===== config.mk =====
export PLATFORM = sky130hd
export DESIGN_NAME = img_pixel_streamer_flat
export DESIGN_NICKNAME = d
export VERILOG_FILES = /design/src/rtl/img_pkg.sv /design/src/rtl/img_pixel_streamer_if.sv /design/src/rtl/pix_skid_fifo.sv /design/src/rtl/img_pixel_streamer.sv /design/src/flat_wrapper.sv
export SDC_FILE = /design/constraint.sdc
export NUM_CORES = 1
export LEC_CHECK = 0
export CAP_MARGIN = 20
export CORE_MARGIN = 2
export CORE_UTILIZATION = 40
export DETAILED_ROUTE_END_ITERATION = 16
export PLACE_DENSITY_LB_ADDON = 0.1
export SYNTH_ARGS = -nofsm -noshare
export SYNTH_HDL_FRONTEND = slang
export SYNTH_HIERARCHICAL = 1
export SYNTH_SLANG_ARGS = --single-unit

===== constraint.sdc =====
create_clock -name CLK -period 4.4 [get_ports CLK]
set_input_delay 0.88 -clock CLK [delete_from_list [all_inputs] [get_ports CLK]]
set_output_delay 0.88 -clock CLK [all_outputs]
set_load 0.02 [all_outputs]

===== src/rtl/img_pkg.sv =====
// ============================================================================
//  Module : img_pkg
//  Brief  : Shared types, defaults and helpers for the image pixel streamer.
//  Rev    : 1.0  initial release
// ============================================================================
`default_nettype none

package img_pkg;

    localparam int PIX_W     = 24;
    localparam int CH_W      = 8;
    localparam int DEF_IMG_W = 224;
    localparam int DEF_IMG_H = 224;
    localparam int DEF_PAD   = 1;

    typedef logic [PIX_W-1:0] pix_t;

    typedef struct packed {
        pix_t data;
        logic eol;
        logic eof;
    } beat_t;

    typedef enum logic [1:0] {
        ST_IDLE  = 2'd0,
        ST_RUN   = 2'd1,
        ST_DRAIN = 2'd2
    } state_t;

    // Bits needed to count 0..n-1, never less than one bit.
    function automatic int cnt_w(input int n);
        return (n > 1) ? $clog2(n) : 1;
    endfunction

    // ROM address width for a w x h image.
    function automatic int addr_w(input int w, input int h);
        return cnt_w(w * h);
    endfunction

    // True when v lies in [lo, lo+n); done in int so a zero lower bound is not
    // a constant-true unsigned compare.
    function automatic logic in_band(input int v, input int lo, input int n);
        return (v >= lo) && (v < lo + n);
    endfunction

endpackage

`default_nettype wire


===== src/rtl/img_pixel_streamer_if.sv =====
// ============================================================================
//  Module : img_pixel_streamer_if
//  Brief  : valid/ready pixel stream carrying one padded pixel per beat.
//  Rev    : 1.0  initial release
// ============================================================================
`default_nettype none

interface img_pixel_streamer_if;
    import img_pkg::*;

    logic valid;
    logic ready;
    pix_t data;
    logic eol;
    logic eof;

    modport master (output valid, output data, output eol, output eof, input ready);
    modport slave  (input valid, input data, input eol, input eof, output ready);

endinterface

`default_nettype wire


===== src/rtl/pix_skid_fifo.sv =====
// ============================================================================
//  Module : pix_skid_fifo
//  Brief  : Two-entry output buffer of stream beats; head is shown directly.
//  Rev    : 1.0  initial release
// ============================================================================
`default_nettype none

module pix_skid_fifo
    import img_pkg::*;
(
    input  wire logic       CLK,
    input  wire logic       RST,
    input  wire logic       push,
    input  wire beat_t      push_data,
    input  wire logic       pop,
    output beat_t           head,
    output logic [1:0]      count,
    output logic            full,
    output logic            empty
);

    beat_t       r_mem [2];
    logic        r_wr;
    logic        r_rd;
    logic [1:0]  r_count;
    logic        w_push_ok;
    logic        w_pop_ok;

    assign count = r_count;
    assign full  = (r_count == 2'd2);
    assign empty = (r_count == 2'd0);
    assign head  = r_mem[r_rd];

    // A pop frees the head slot in the same cycle, so a full FIFO can still
    // take a push when it is also being popped.
    assign w_pop_ok  = pop && !empty;
    assign w_push_ok = push && (!full || w_pop_ok);

    // Storage, pointers and occupancy.
    always_ff @(posedge CLK or posedge RST) begin
        if (RST) begin
            for (int i = 0; i < 2; i++) begin
                r_mem[i] <= '0;
            end
            r_wr    <= 1'b0;
            r_rd    <= 1'b0;
            r_count <= 2'd0;
        end else begin
            if (w_push_ok) begin
                r_mem[r_wr] <= push_data;
                r_wr        <= ~r_wr;
            end
            if (w_pop_ok) begin
                r_rd <= ~r_rd;
            end
            case ({w_push_ok, w_pop_ok})
                2'b10:   r_count <= r_count + 2'd1;
                2'b01:   r_count <= r_count - 2'd1;
                default: r_count <= r_count;
            endcase
        end
    end

endmodule

`default_nettype wire


===== src/rtl/img_pixel_streamer.sv =====
// ============================================================================
//  Module : img_pixel_streamer
//  Brief  : Raster-scan image ROM reader that inserts a zero border and emits
//           one padded pixel per beat on a valid/ready stream.
//  Rev    : 1.0  initial release
// ============================================================================
`default_nettype none

module img_pixel_streamer
    import img_pkg::*;
#(
    parameter int IMG_W  = DEF_IMG_W,
    parameter int IMG_H  = DEF_IMG_H,
    parameter int PAD    = DEF_PAD,
    parameter int ADDR_W = addr_w(IMG_W, IMG_H)
)(
    input  wire logic              CLK,
    input  wire logic              RST,
    input  wire logic              start,
    output logic                   busy,
    output logic                   done,
    output logic                   rom_en,
    output logic [ADDR_W-1:0]      rom_addr,
    input  wire pix_t              rom_dout,
    img_pixel_streamer_if.master   m
);

    localparam int PW    = IMG_W + 2 * PAD;
    localparam int PH    = IMG_H + 2 * PAD;
    localparam int COL_W = cnt_w(PW);
    localparam int ROW_W = cnt_w(PH + 1);
    localparam int NPIX  = IMG_W * IMG_H;
    localparam logic [ADDR_W-1:0] c_last_addr = ADDR_W'(NPIX - 1);
    localparam logic [COL_W-1:0]  c_last_col  = COL_W'(PW - 1);
    localparam logic [ROW_W-1:0]  c_last_row  = ROW_W'(PH - 1);

    state_t              r_state;
    state_t              w_state_nx;
    logic [ROW_W-1:0]    r_row;
    logic [COL_W-1:0]    r_col;
    logic [ADDR_W-1:0]   r_next_addr;
    logic [ADDR_W-1:0]   r_last_addr;
    logic                r_infl;
    logic                r_infl_pad;
    logic                r_infl_eol;
    logic                r_infl_eof;
    logic                r_done;

    logic                w_issue;
    logic                w_credit;
    logic                w_inside;
    logic                w_last_col;
    logic                w_last_coord;
    logic                w_pop;
    beat_t               w_push_data;
    beat_t               w_head;
    logic [1:0]          w_fifo_count;
    logic                w_fifo_full;
    logic                w_fifo_empty;

    assign w_last_col   = (r_col == c_last_col);
    assign w_last_coord = w_last_col && (r_row == c_last_row);
    assign w_inside     = in_band(int'(r_row), PAD, IMG_H) && in_band(int'(r_col), PAD, IMG_W);
    assign w_pop        = m.valid && m.ready;

    // Issue only when the beat can be guaranteed a FIFO slot when it returns.
    // A pop in this cycle frees a slot, which is what lets a steady ready
    // stream run at one beat per cycle. A full FIFO can only accept a new
    // issue when it is popping now and nothing is already in flight.
    assign w_credit = w_fifo_full
                    ? (w_pop && !r_infl)
                    : ((int'(w_fifo_count) + int'(r_infl) - int'(w_pop)) < 2);

    // Next-state, issue strobe and ROM enable.
    always_comb begin
        w_state_nx = r_state;
        w_issue    = 1'b0;
        rom_en     = 1'b0;
        case (r_state)
            ST_IDLE: begin
                if (start) begin
                    w_state_nx = ST_RUN;
                end
            end
            ST_RUN: begin
                w_issue = w_credit;
                rom_en  = w_credit && w_inside;
                if (w_credit && w_last_coord) begin
                    w_state_nx = ST_DRAIN;
                end
            end
            ST_DRAIN: begin
                if (w_pop && w_head.eof) begin
                    w_state_nx = ST_IDLE;
                end
            end
            default: begin
                w_state_nx = ST_IDLE;
            end
        endcase
    end

    assign busy     = (r_state != ST_IDLE);
    assign done     = r_done;
    // The address port shows the issuing address, otherwise the last one used.
    assign rom_addr = rom_en ? r_next_addr : r_last_addr;

    // FSM state register and end-of-frame pulse.
    always_ff @(posedge CLK or posedge RST) begin
        if (RST) begin
            r_state <= ST_IDLE;
            r_done  <= 1'b0;
        end else begin
            r_state <= w_state_nx;
            r_done  <= (r_state == ST_DRAIN) && w_pop && w_head.eof;
        end
    end

    // Padded raster coordinates and the unpadded ROM address counter.
    always_ff @(posedge CLK or posedge RST) begin
        if (RST) begin
            r_row       <= '0;
            r_col       <= '0;
            r_next_addr <= '0;
            r_last_addr <= '0;
        end else if ((r_state == ST_IDLE) && start) begin
            r_row       <= '0;
            r_col       <= '0;
            r_next_addr <= '0;
        end else if (w_issue) begin
            if (w_last_col) begin
                r_col <= '0;
                r_row <= r_row + ROW_W'(1);
            end else begin
                r_col <= r_col + COL_W'(1);
            end
            if (rom_en) begin
                r_last_addr <= r_next_addr;
                // Saturate so the counter never points past the last pixel.
                if (r_next_addr != c_last_addr) begin
                    r_next_addr <= r_next_addr + ADDR_W'(1);
                end
            end
        end
    end

    // One-cycle tag that travels alongside the ROM read (or pad slot).
    always_ff @(posedge CLK or posedge RST) begin
        if (RST) begin
            r_infl     <= 1'b0;
            r_infl_pad <= 1'b0;
            r_infl_eol <= 1'b0;
            r_infl_eof <= 1'b0;
        end else begin
            r_infl     <= w_issue;
            r_infl_pad <= !w_inside;
            r_infl_eol <= w_last_col;
            r_infl_eof <= w_last_coord;
        end
    end

    assign w_push_data.data = r_infl_pad ? '0 : rom_dout;
    assign w_push_data.eol  = r_infl_eol;
    assign w_push_data.eof  = r_infl_eof;

    pix_skid_fifo u_fifo (
        .CLK       (CLK),
        .RST       (RST),
        .push      (r_infl),
        .push_data (w_push_data),
        .pop       (w_pop),
        .head      (w_head),
        .count     (w_fifo_count),
        .full      (w_fifo_full),
        .empty     (w_fifo_empty)
    );

    assign m.valid = !w_fifo_empty;
    assign m.data  = w_head.data;
    assign m.eol   = w_head.eol;
    assign m.eof   = w_head.eof;

endmodule

`default_nettype wire


===== src/flat_wrapper.sv =====
// flat-port wrapper written by rule: the top's interface ports become plain ports
module img_pixel_streamer_flat import img_pkg::*;
#(
    parameter int IMG_W  = DEF_IMG_W,
    parameter int IMG_H  = DEF_IMG_H,
    parameter int PAD    = DEF_PAD,
    parameter int ADDR_W = addr_w(IMG_W, IMG_H)
)
  (CLK, RST, start, busy, done, rom_en, rom_addr, rom_dout, m_valid, m_data, m_eol, m_eof, m_ready);
  img_pixel_streamer_if m_i ();
  input  wire logic CLK;
  input  wire logic RST;
  input  wire logic start;
  output logic busy;
  output logic done;
  output logic rom_en;
  output logic [ADDR_W-1:0] rom_addr;
  input  wire pix_t rom_dout;
  output wire logic [$bits(m_i.valid)-1:0] m_valid;
  output wire logic [$bits(m_i.data)-1:0] m_data;
  output wire logic [$bits(m_i.eol)-1:0] m_eol;
  output wire logic [$bits(m_i.eof)-1:0] m_eof;
  input wire logic [$bits(m_i.ready)-1:0] m_ready;
  assign m_valid = m_i.valid;
  assign m_data = m_i.data;
  assign m_eol = m_i.eol;
  assign m_eof = m_i.eof;
  assign m_i.ready = m_ready;
  img_pixel_streamer #(.IMG_W(IMG_W), .IMG_H(IMG_H), .PAD(PAD), .ADDR_W(ADDR_W)) u_core (.CLK(CLK), .RST(RST), .start(start), .busy(busy), .done(done), .rom_en(rom_en), .rom_addr(rom_addr), .rom_dout(rom_dout), .m(m_i));
endmodule

# Word level (Yosys, flattened, before mapping)
# Index checks and enable logic that the tools add are counted.
[totals]
register_bits = 111
input_bits = 28
out_inout_bits = 46
word_cells = 108
[classes]
n_addsub = 7
n_lt_le_gt_ge = 8
eq_ne = 11
muxes = 26
n_bitwise = 5
reduce_logical = 32
[op_table]
columns = ["cell", "n"]
rows = [
  ["2-to-1 mux 26 bit", 4],
  ["2-to-1 mux 16 bit", 5],
  ["bitwise mux 52 bit", 1],
  ["2-to-1 mux 8 bit", 6],
  ["less-than comparator 32 x 3 -> 1 bit, second input constant", 1],
  ["subtractor 32 x 2 -> 32 bit", 1],
  ["demux 26 bit (select 1 bit)", 1],
  ["2-to-1 mux 24 bit", 1],
  ["adder 16 x 1 -> 16 bit, second input constant", 1],
  ["adder 8 x 1 -> 8 bit, second input constant", 2],
  ["== test 8 bit, second input constant", 2],
  ["greater-or-equal comparator 8 x 1 -> 1 bit, second input constant", 2],
  ["less-than comparator 8 bit, second input constant", 2],
  ["inequality test 16 bit, second input constant", 1],
  ["logical AND 1 bit", 15],
  ["nonzero test 2 bit", 6],
  ["== test 2 bit, second input constant", 3],
  ["2-to-1 mux 2 bit", 3],
  ["case mux 2 bit (3 select lines)", 1],
  ["AND reduction 3 bit", 2],
  ["== test 2 x 1 -> 1 bit, second input constant", 2],
  ["greater-or-equal comparator 2 bit, second input constant", 2],
  ["logical NOT 1 bit", 4],
  ["logical NOT 2 bit", 2],
  ["other kinds (12)", 19],
]

# Depth between registers and ports, before layout
# Gate-level depths: netlist of the first run.
[depth]
ltp_word = 11
mapped_depth = 12
mapped_depth_nobuf = 12

# Modules after synthesis
# Netlist of the first run, hierarchy kept.
[by_module_without_submodules]
columns = ["module", "n_inst", "cells_per_inst", "area_per_inst_um2", "seq_area_each_um2"]
rows = [
  ["img_pixel_streamer", 1, 328, 3280.6, 1376.3],
  ["pix_skid_fifo", 1, 164, 2573.7, 1401.3],
]

# Worst setup path before layout of the first run
# Ideal clock, no wire load.
[synth_path]
kind = "input-to-output"
startpoint = "in m_ready"
endpoint = "out rom_addr[10]"
arrival_ps = 3529
required_time_ps = 3520
slack_ps = -9
stages = 11
n_path_buf = 1
path_cell_list = "nor2b_1 -> nor2b_1 -> o21ai_0 -> fa_1 -> xnor2_1 -> a221o_1 -> nand2_1 -> inv_1 -> nand2_2 -> buf_4 -> mux2_2"
[synth_via]
elab_chain_cells = 7
elab_cells_between_ends = 8
cone_classes = "add/sub: 1; order compare: 1; mux: 3; reduce/logical: 3"
[synth_rtl]
columns = ["item", "line", "rtl"]
rows = [
  ["from (decl)", "flat_wrapper.sv:23", "input wire logic [$bits(m_i.ready)-1:0] m_ready;"],
  ["logical AND 1 bit *", "img_pixel_streamer.sv:64", "assign w_pop = m.valid && m.ready;"],
  ["subtractor 32 x 2 -> 32 bit", "img_pixel_streamer.sv:72", ": ((int'(w_fifo_count) + int'(r_infl) - int'(w_pop)) < 2);"],
  ["less-than comparator 32 x 3 -> 1 bit", "img_pixel_streamer.sv:72", ""],
  ["2-to-1 mux 1 bit *", "img_pixel_streamer.sv:71", "? (w_pop && !r_infl)"],
  ["logical AND 1 bit *", "img_pixel_streamer.sv:87", "rom_en = w_credit && w_inside;"],
  ["2-to-1 mux 1 bit *", "img_pixel_streamer.sv:79", "case (r_state)"],
  ["2-to-1 mux 16 bit *", "n/a", ""],
  ["to (decl)", "flat_wrapper.sv:17", "output logic [ADDR_W-1:0] rom_addr;"],
]
# Mark *: on every way between the ends. The rest lies on a longest branch, timed or not.

# Worst setup path after layout of the first run
[layout_path]
startpoint = "in m_ready"
endpoint = "out rom_addr[8]"
[layout_via]
elab_chain_cells = 7
elab_cells_between_ends = 8
cone_classes = "add/sub: 1; order compare: 1; mux: 3; reduce/logical: 3"
[layout_rtl]
columns = ["item", "line", "rtl"]
rows = [
  ["logical AND 1 bit *", "img_pixel_streamer.sv:64", ""],
  ["net u_core.w_pop", "img_pixel_streamer.sv:54", "logic w_pop;"],
  ["subtractor 32 x 2 -> 32 bit", "img_pixel_streamer.sv:72", ""],
  ["less-than comparator 32 x 3 -> 1 bit", "img_pixel_streamer.sv:72", ""],
  ["2-to-1 mux 1 bit *", "img_pixel_streamer.sv:71", ""],
  ["logical AND 1 bit *", "img_pixel_streamer.sv:87", ""],
  ["2-to-1 mux 1 bit *", "img_pixel_streamer.sv:79", ""],
  ["2-to-1 mux 16 bit *", "n/a", ""],
]
# Mark *: on every way through the listed nets, which the timed path passes. The rest lies on a longest branch.

==> results.json, run 1 <==
{
  "status": "complete, no violations",
  "first_pass_iters": 4,
  "grt_util_met3": 0.0471,
  "rsz0062_at_grt": "false",
  "min_path_type": "reg2reg",
  "p_int_uw": 3490,
  "worstPathArrival_ns": 3.31,
  "finalHoldViolations": 0,
  "core-area_sq_um": 14400,
  "vias_per_cell": 5.29,
  "slew_headroom": 0.333,
  "netlist_top_cells_count": "dfrtp_1 (111), mux2_2 (90), nand2_1 (30), nor2b_1 (27), mux2_4 (21)",
  "netlist_area_sq_um": 5850,
  "worstRegToRegCells": 15,
  "cts.sinks": 111,
  "final-setup-viol-count": 0,
  "cp_slowest_cell": "fa_2",
  "finalInstanceArea_sq_um": 7210,
  "p_clk_frac": 0.151,
  "grt_pass1_wl_mm": 21.9,
  "synth.avg_cell_area_sq_um": 11.9,
  "p_comb_frac": 0.562,
  "tritoncts": "yes",
  "synth-seq-cells": 111,
  "met1_usage": 0.231,
  "die_y_um": 125,
  "synthFlopType": "dfrtp_1",
  "antennaDiodeCount": 0,
  "routed_wirelength_mm": 12.8,
  "ant_nets": 0,
  "use_met2": 0.284,
  "yosysWarnings": 6,
  "placed_cell_area_sq_um": 6840,
  "setup.worst_path.class": "in2out",
  "ioPinCount": 74,
  "num_rows": 44,
  "yosys.area.top_type": "dfrtp_1",
  "path_cells": "dlygate4sd2_1 -> nor2b_4 -> nor2b_1 -> o21ai_2 -> fa_2 -> xnor2_1 -> a221o_1 -> nand2_2 -> inv_2 -> nand2_4 -> buf_12 -> buf_16 -> mux2_2 -> buf_4",
  "tightestPinTransition_ns": 1.00,
  "fin_skew_ns": 0.00460,
  "cp_max_fo": 5,
  "grt_max_degree": 45,
  "dp_hpwl_mm": 8.25,
  "p_sw_uw": 2190,
  "cts_root_buf": "clkbuf_16",
  "yosysSeqAreaShare": 0.474,
  "num_vias": 4083,
  "end_kind": "output port",
  "antenna_found_initial": 0,
  "yosys.cell_count.top_type": "dfrtp_1",
  "start_kind": "input pin",
  "worstPathRequired_ns": 3.52,
  "switching_share": 0.385,
  "port_buffers": 73,
  "dieArea_sq_um": 15600,
  "critPathMaxStageDelay_ns": 0.37,
  "seq_power_share": 0.287,
  "worstHoldPathCells": 1,
  "finalCriticalPeriod_ns": 4.19,
  "irDropWorstVdd_mv": 0.511,
  "drv_cap": 0,
  "wl_per_cell_um": 16.6,
  "syn_inst": 492,
  "synthTopCellsByArea": "dfrtp_1 (47%), mux2_2 (17%), mux2_4 (5.4%)",
  "synth_fp_nets": 529,
  "clockBufferDepth": 2,
  "start_util": 0.406,
  "insertion_delay_ns": 0.35,
  "timing.final.ws_setup_ns": 0.211,
  "cts_buffers": 9,
  "busiest_layer": "met2",
  "drive_gt1_frac": 0.354,
  "reg2reg_slack_ns": 1.32,
  "slew_viol_final": 0,
  "htreeDepth": 3,
  "max_freq_mhz": 239,
  "cts.clk_slew.worst_paths_ns": 0.07,
  "place.gp.congestion": 0.769,
  "nets": 620,
  "async_flop_share": 1.00,
  "grt_pass1_vias": 4288,
  "netlist.area_leader.share": 0.474,
  "drt_iter0_markers": 206,
  "track_usage": 0.172,
  "drc": 0,
  "place_worst_setup_slack_ns": -0.508,
  "die_x_um": 125,
  "powerDensity_nw_per_um2": 787,
  "cts_hold_buf": 0,
  "areaGrowthSynthToFinish_pct": 23.2,
  "fin_crit_sh": 0.952,
  "p_leak_uw": 0.00331,
  "overflow": 0,
  "synth_edf_count": 0,
  "yosysUniqueCellTypes": 54
}
[power by group through the flow]
stage	combinational, uW	sequential [uW]	clock (uW)
after floorplan	2060	1540	0
after global placement	2870	1620	0
after detailed placement	2910	1640	0
after CTS	3220	1620	895
after global routing	3440	1680	935
final	3190	1630	858
[worst paths after layout]
check,from,end
hold reg to reg,u_core/r_last_addr[5]$_DFFE_PP0P_,u_core/r_last_addr[5]$_DFFE_PP0P_
setup / recovery,m_ready,rom_addr[8]
min in group asynchronous,RST,u_core/r_last_addr[9]$_DFFE_PP0P_
max in group asynchronous,RST,u_core/u_fifo/r_mem[17]$_DFFE_PP0P_
hold / removal,u_core/r_last_addr[5]$_DFFE_PP0P_,u_core/r_last_addr[5]$_DFFE_PP0P_
setup reg to reg,u_core/u_fifo/count[0]$_DFFE_PP0P_,u_core/r_last_addr[0]$_DFFE_PP0P_
[what timing repair did]
| item | 4_1_cts | 5_1_grt |
|---|---|---|
| endpoints found under the setup margin | 17 | 0 |
| resized for setup | 80 | 0 |
| buffers inserted | 5 | 0 |
[cell families after synthesis]
group	count (synthesis)	synth area share
compound gates	50	0.0577
xor+xnor	6	0.00898
fa+ha+maj	9	0.0205
buf+inv	37	0.0365
flops	111	0.474
mux	121	0.244
simple gates	158	0.158
[stage by stage]
stage	utilization	hold slack (ns)	TNS, ns	std cells	power (uW)
3_5_place_dp	0.474	0.487	-8.20	749	4550
3_3_place_gp	0.474	0.477	-7.59	749	4490
5_1_grt	0.500	0.517	0	772	6060
6_report	0.500	0.501	0	772	5680
2_1_floorplan	-	0.460	0	492	3600
4_1_cts	0.500	0.503	0	772	5740
[cell type report]
cell class,count,area (sq um)
Clock buffer,12,267
Clock inverter,4,51.3
Fill cell,1318,7210
Inverter,16,60.1
Multi-Input combinational cell,344,2900
Sequential cell,111,2780
Tap cell,184,230
Timing Repair Buffer,101,930
[sequential cells by signal, indices dropped and copies added (netlist names)]
signal	count
u_core/u_fifo/count	2
u_core/done	1
u_core/r_last_addr	16
u_core/r_infl_pad	1
u_core/u_fifo/r_rd	1
u_core/u_fifo/r_mem	52
u_core/r_next_addr	16
u_core/r_infl	1
u_core/r_col	8
u_core/r_row	8
u_core/u_fifo/r_wr	1
u_core/r_infl_eol	1
u_core/r_infl_eof	1
u_core/r_state	2
[layer usage]
| layer | share of wire | routed length (um) |
|---|---|---|
| met1 | 0.48 | 6120 |
| met2 | 0.48 | 6090 |
| met3 | 0.039 | 497 |
| met4 | 0.0083 | 106 |
| met5 | 0 | 0 |
[cells in the final DEF, fill, tap and decap left out, types with 3 or more instances in the layout]
cell type,synthesis,routed
buf_2,1,14
o31ai_1,6,6
o311ai_0,4,4
dfrtp_1,111,111
inv_1,15,12
and2_1,4,4
xnor2_1,3,3
ha_1,8,8
nor2b_1,27,25
mux2i_1,10,10
inv_2,1,4
mux2_2,90,90
mux2_4,21,21
o21ai_0,19,18
or3_1,4,4
a31oi_1,3,3
buf_4,5,26
clkbuf_8,0,3
xor2_1,3,3
nor4_2,4,4
nand2_1,30,29
a21oi_1,9,9
nor2_1,15,15
nor4_1,4,4
clkbuf_16,0,9
a31o_2,3,3
nor3_1,6,6
and3_1,10,10
nand3_1,15,15
nand4_1,11,11
or2_2,10,10
clkdlybuf4s50_1,0,55
[critical path: cells and delay by family]
kind,cells,cell delay [ns]
adder cells (fa/ha/maj),1,0.37
AO/OA/AOI/OAI,2,0.44
buffers and inverters,5,0.67
AND/OR/NAND/NOR,4,0.49
XOR/XNOR,1,0.14
multiplexers,1,0.32
Power figures use the tool's default switching activity.
==> run 2, diff against run 1 <==
==> constraint.sdc (replaced) <==
create_clock -name CLK -period 3.6 [get_ports CLK]
set_input_delay 0.72 -clock CLK [delete_from_list [all_inputs] [get_ports CLK]]
set_output_delay 0.72 -clock CLK [all_outputs]
set_load 0.02 [all_outputs]
==> run 2 against run 1 <==
Against the previous run: utilization rose by 1.8 points; clock skew rose by 0.0020 ns; cell count rose by 1.6%; wire length fell by 2.4%; the run now ends with setup timing left; sequential share of layout area fell by 1.3 points; largest cell class unchanged; first-iteration DRC count rose by 4.9%; combinational power rose by 34%.
==> results.json, run 2 (synthesis gave the netlist of run 1 again) <==
{
  "grt_max_degree": 56,
  "num_vias": 4079,
  "cts_root_buf": "clkbuf_16",
  "rsz0062_at_grt": "true",
  "drv_cap": 0,
  "start_kind": "input pin",
  "worstRegToRegCells": 13,
  "slew_headroom": 0.415,
  "grt_pass1_wl_mm": 21.5,
  "ioPinCount": 74,
  "worstPathArrival_ns": 2.98,
  "ant_nets": 0,
  "dp_hpwl_mm": 8.31,
  "powerDensity_nw_per_um2": 958,
  "cts_buffers": 9,
  "overflow": 0,
  "core-area_sq_um": 14400,
  "antenna_found_initial": 0,
  "critical_path.top_delay_family": "buffers and inverters",
  "cts.sinks": 111,
  "critPathMaxStageDelay_ns": 0.42,
  "finalCriticalPeriod_ns": 3.70,
  "start_util": 0.406,
  "place.gp.congestion": 0.764,
  "drive_gt1_frac": 0.372,
  "end_kind": "output port",
  "mostFrequentLayoutCell": "dfrtp_1",
  "drt_iter0_markers": 216,
  "final_cell_mix": "dfrtp_1 (111), mux2_2 (74), clkdlybuf4s50_1 (55), mux2_4 (37), buf_4 (31)",
  "fin_crit_sh": 1.03,
  "p_leak_uw": 0.00343,
  "num_rows": 44,
  "critPathLaunch": "m_ready",
  "slew_viol_final": 0,
  "tritoncts": "yes",
  "first_pass_iters": 4,
  "cts.clk_slew.worst_paths_ns": 0.07,
  "final-setup-viol-count": 10,
  "antennaDiodeCount": 0,
  "areaGrowthSynthToFinish_pct": 27.6,
  "fin_skew_ns": 0.00657,
  "finalHoldViolations": 0,
  "cp_max_fo": 6,
  "path_cells": "buf_2 -> nor2b_4 -> nor2b_4 -> buf_6 -> fa_2 -> a221o_1 -> nand2_2 -> inv_2 -> nand2_4 -> buf_12 -> buf_12 -> mux2_4 -> buf_6",
  "fillers": 1288,
  "die_x_um": 125,
  "status": "finished with violations",
  "cp.depth": 13,
  "reg2reg_to": "u_core/r_last_addr[7]$_DFFE_PP0P_",
  "endpoint": "rom_addr[9]",
  "power_uw": 7160,
  "port_buffers": 73,
  "track_usage": 0.168,
  "dieArea_sq_um": 15600,
  "irDropWorstVdd_mv": 0.720,
  "largest_registers": "u_core/u_fifo/r_mem x52, u_core/r_last_addr x16, u_core/r_next_addr x16",
  "largest_register_ffs": 52,
  "top_register": "u_core/u_fifo/r_mem",
  "grt_pass1_vias": 4201,
  "hold_ws_ns": 0.491,
  "nets": 632,
  "min_path_type": "reg2reg",
  "clockBufferDepth": 2,
  "worstPathRequired_ns": 2.88,
  "routed_wirelength_mm": 12.5,
  "violations": "setup timing",
  "crit_buf_inv": 6,
  "insertion_delay_ns": 0.35,
  "htreeDepth": 3,
  "wl_per_cell_um": 16.0,
  "timing.final.ws_setup_ns": -0.0958,
  "r2r-start": "u_core/u_fifo/count[0]$_DFFE_PP0P_",
  "reg2reg_slack_ns": 0.66,
  "tightestPinTransition_ns": 0.878,
  "vias_per_cell": 5.20,
  "place_worst_setup_slack_ns": -0.888,
  "setup.worst_path.class": "in2out",
  "stdcell_count": 784,
  "die_y_um": 125,
  "drc": 0,
  "max_freq_mhz": 271,
  "dp.cells": 753,
  "cp_slowest_cell": "fa_2"
}
## run 2: worst min path at each step
stage,startpoint,endpoint,slack (ns),cells after the start
floorplan,u_core/u_fifo/r_wr$_DFFE_PP0P_,u_core/u_fifo/r_wr$_DFFE_PP0P_,0.46,1
global placement,u_core/u_fifo/r_wr$_DFFE_PP0P_,u_core/u_fifo/r_wr$_DFFE_PP0P_,0.47,1
detailed placement,u_core/u_fifo/r_wr$_DFFE_PP0P_,u_core/u_fifo/r_wr$_DFFE_PP0P_,0.48,1
CTS,u_core/u_fifo/r_wr$_DFFE_PP0P_,u_core/u_fifo/r_wr$_DFFE_PP0P_,0.49,1
global route,u_core/u_fifo/r_mem[46]$_DFFE_PP0P_,u_core/u_fifo/r_mem[46]$_DFFE_PP0P_,0.52,1
finish,u_core/u_fifo/r_wr$_DFFE_PP0P_,u_core/u_fifo/r_wr$_DFFE_PP0P_,0.49,1
## run 2: cell type report
type	count	area [sq um]	area share
clock buffer	11	233	0.0312
clock inverter	5	35.0	0.00469
inverter	16	63.8	0.00854
multi-input combinational	344	2970	0.397
sequential	111	2780	0.372
tap	184	230	0.0308
timing repair buffer	113	1160	0.156
## run 2: power breakdown
part           leakage, uW  switching, uW  internal [uW]
Clock             0.000129            444            470
Combinational      0.00184           1930           2340
Sequential         0.00146            326           1650
## run 2: what timing repair did
action	in CTS	in global routing
buffers inserted	10	2
cloned	2	0
resized for setup	107	5
pin swaps	3	0
endpoints found under the setup margin	17	17
hold buffers	0	0
endpoints found under the hold margin	0	0
## run 2: through the flow
step | setup TNS (ns) | cell area, sq um | util
finish | -0.828 | 7470 | 0.518
global route | -2.19 | 7470 | 0.518
CTS | -0.899 | 7420 | 0.514
detailed placement | -14.62 | 6970 | 0.483
global placement | -13.99 | 6970 | 0.483
floorplan | -0.200 | 5950 | -
## run 2: per-layer routing
layer  global-route usage  up-vias  part of all wire
met2                0.279       68              0.49
met1                0.226     2032              0.47
met3               0.0359       10             0.033
met5                    0        -                 0
li1                     -     1969                 -
met4               0.0431        0             0.011
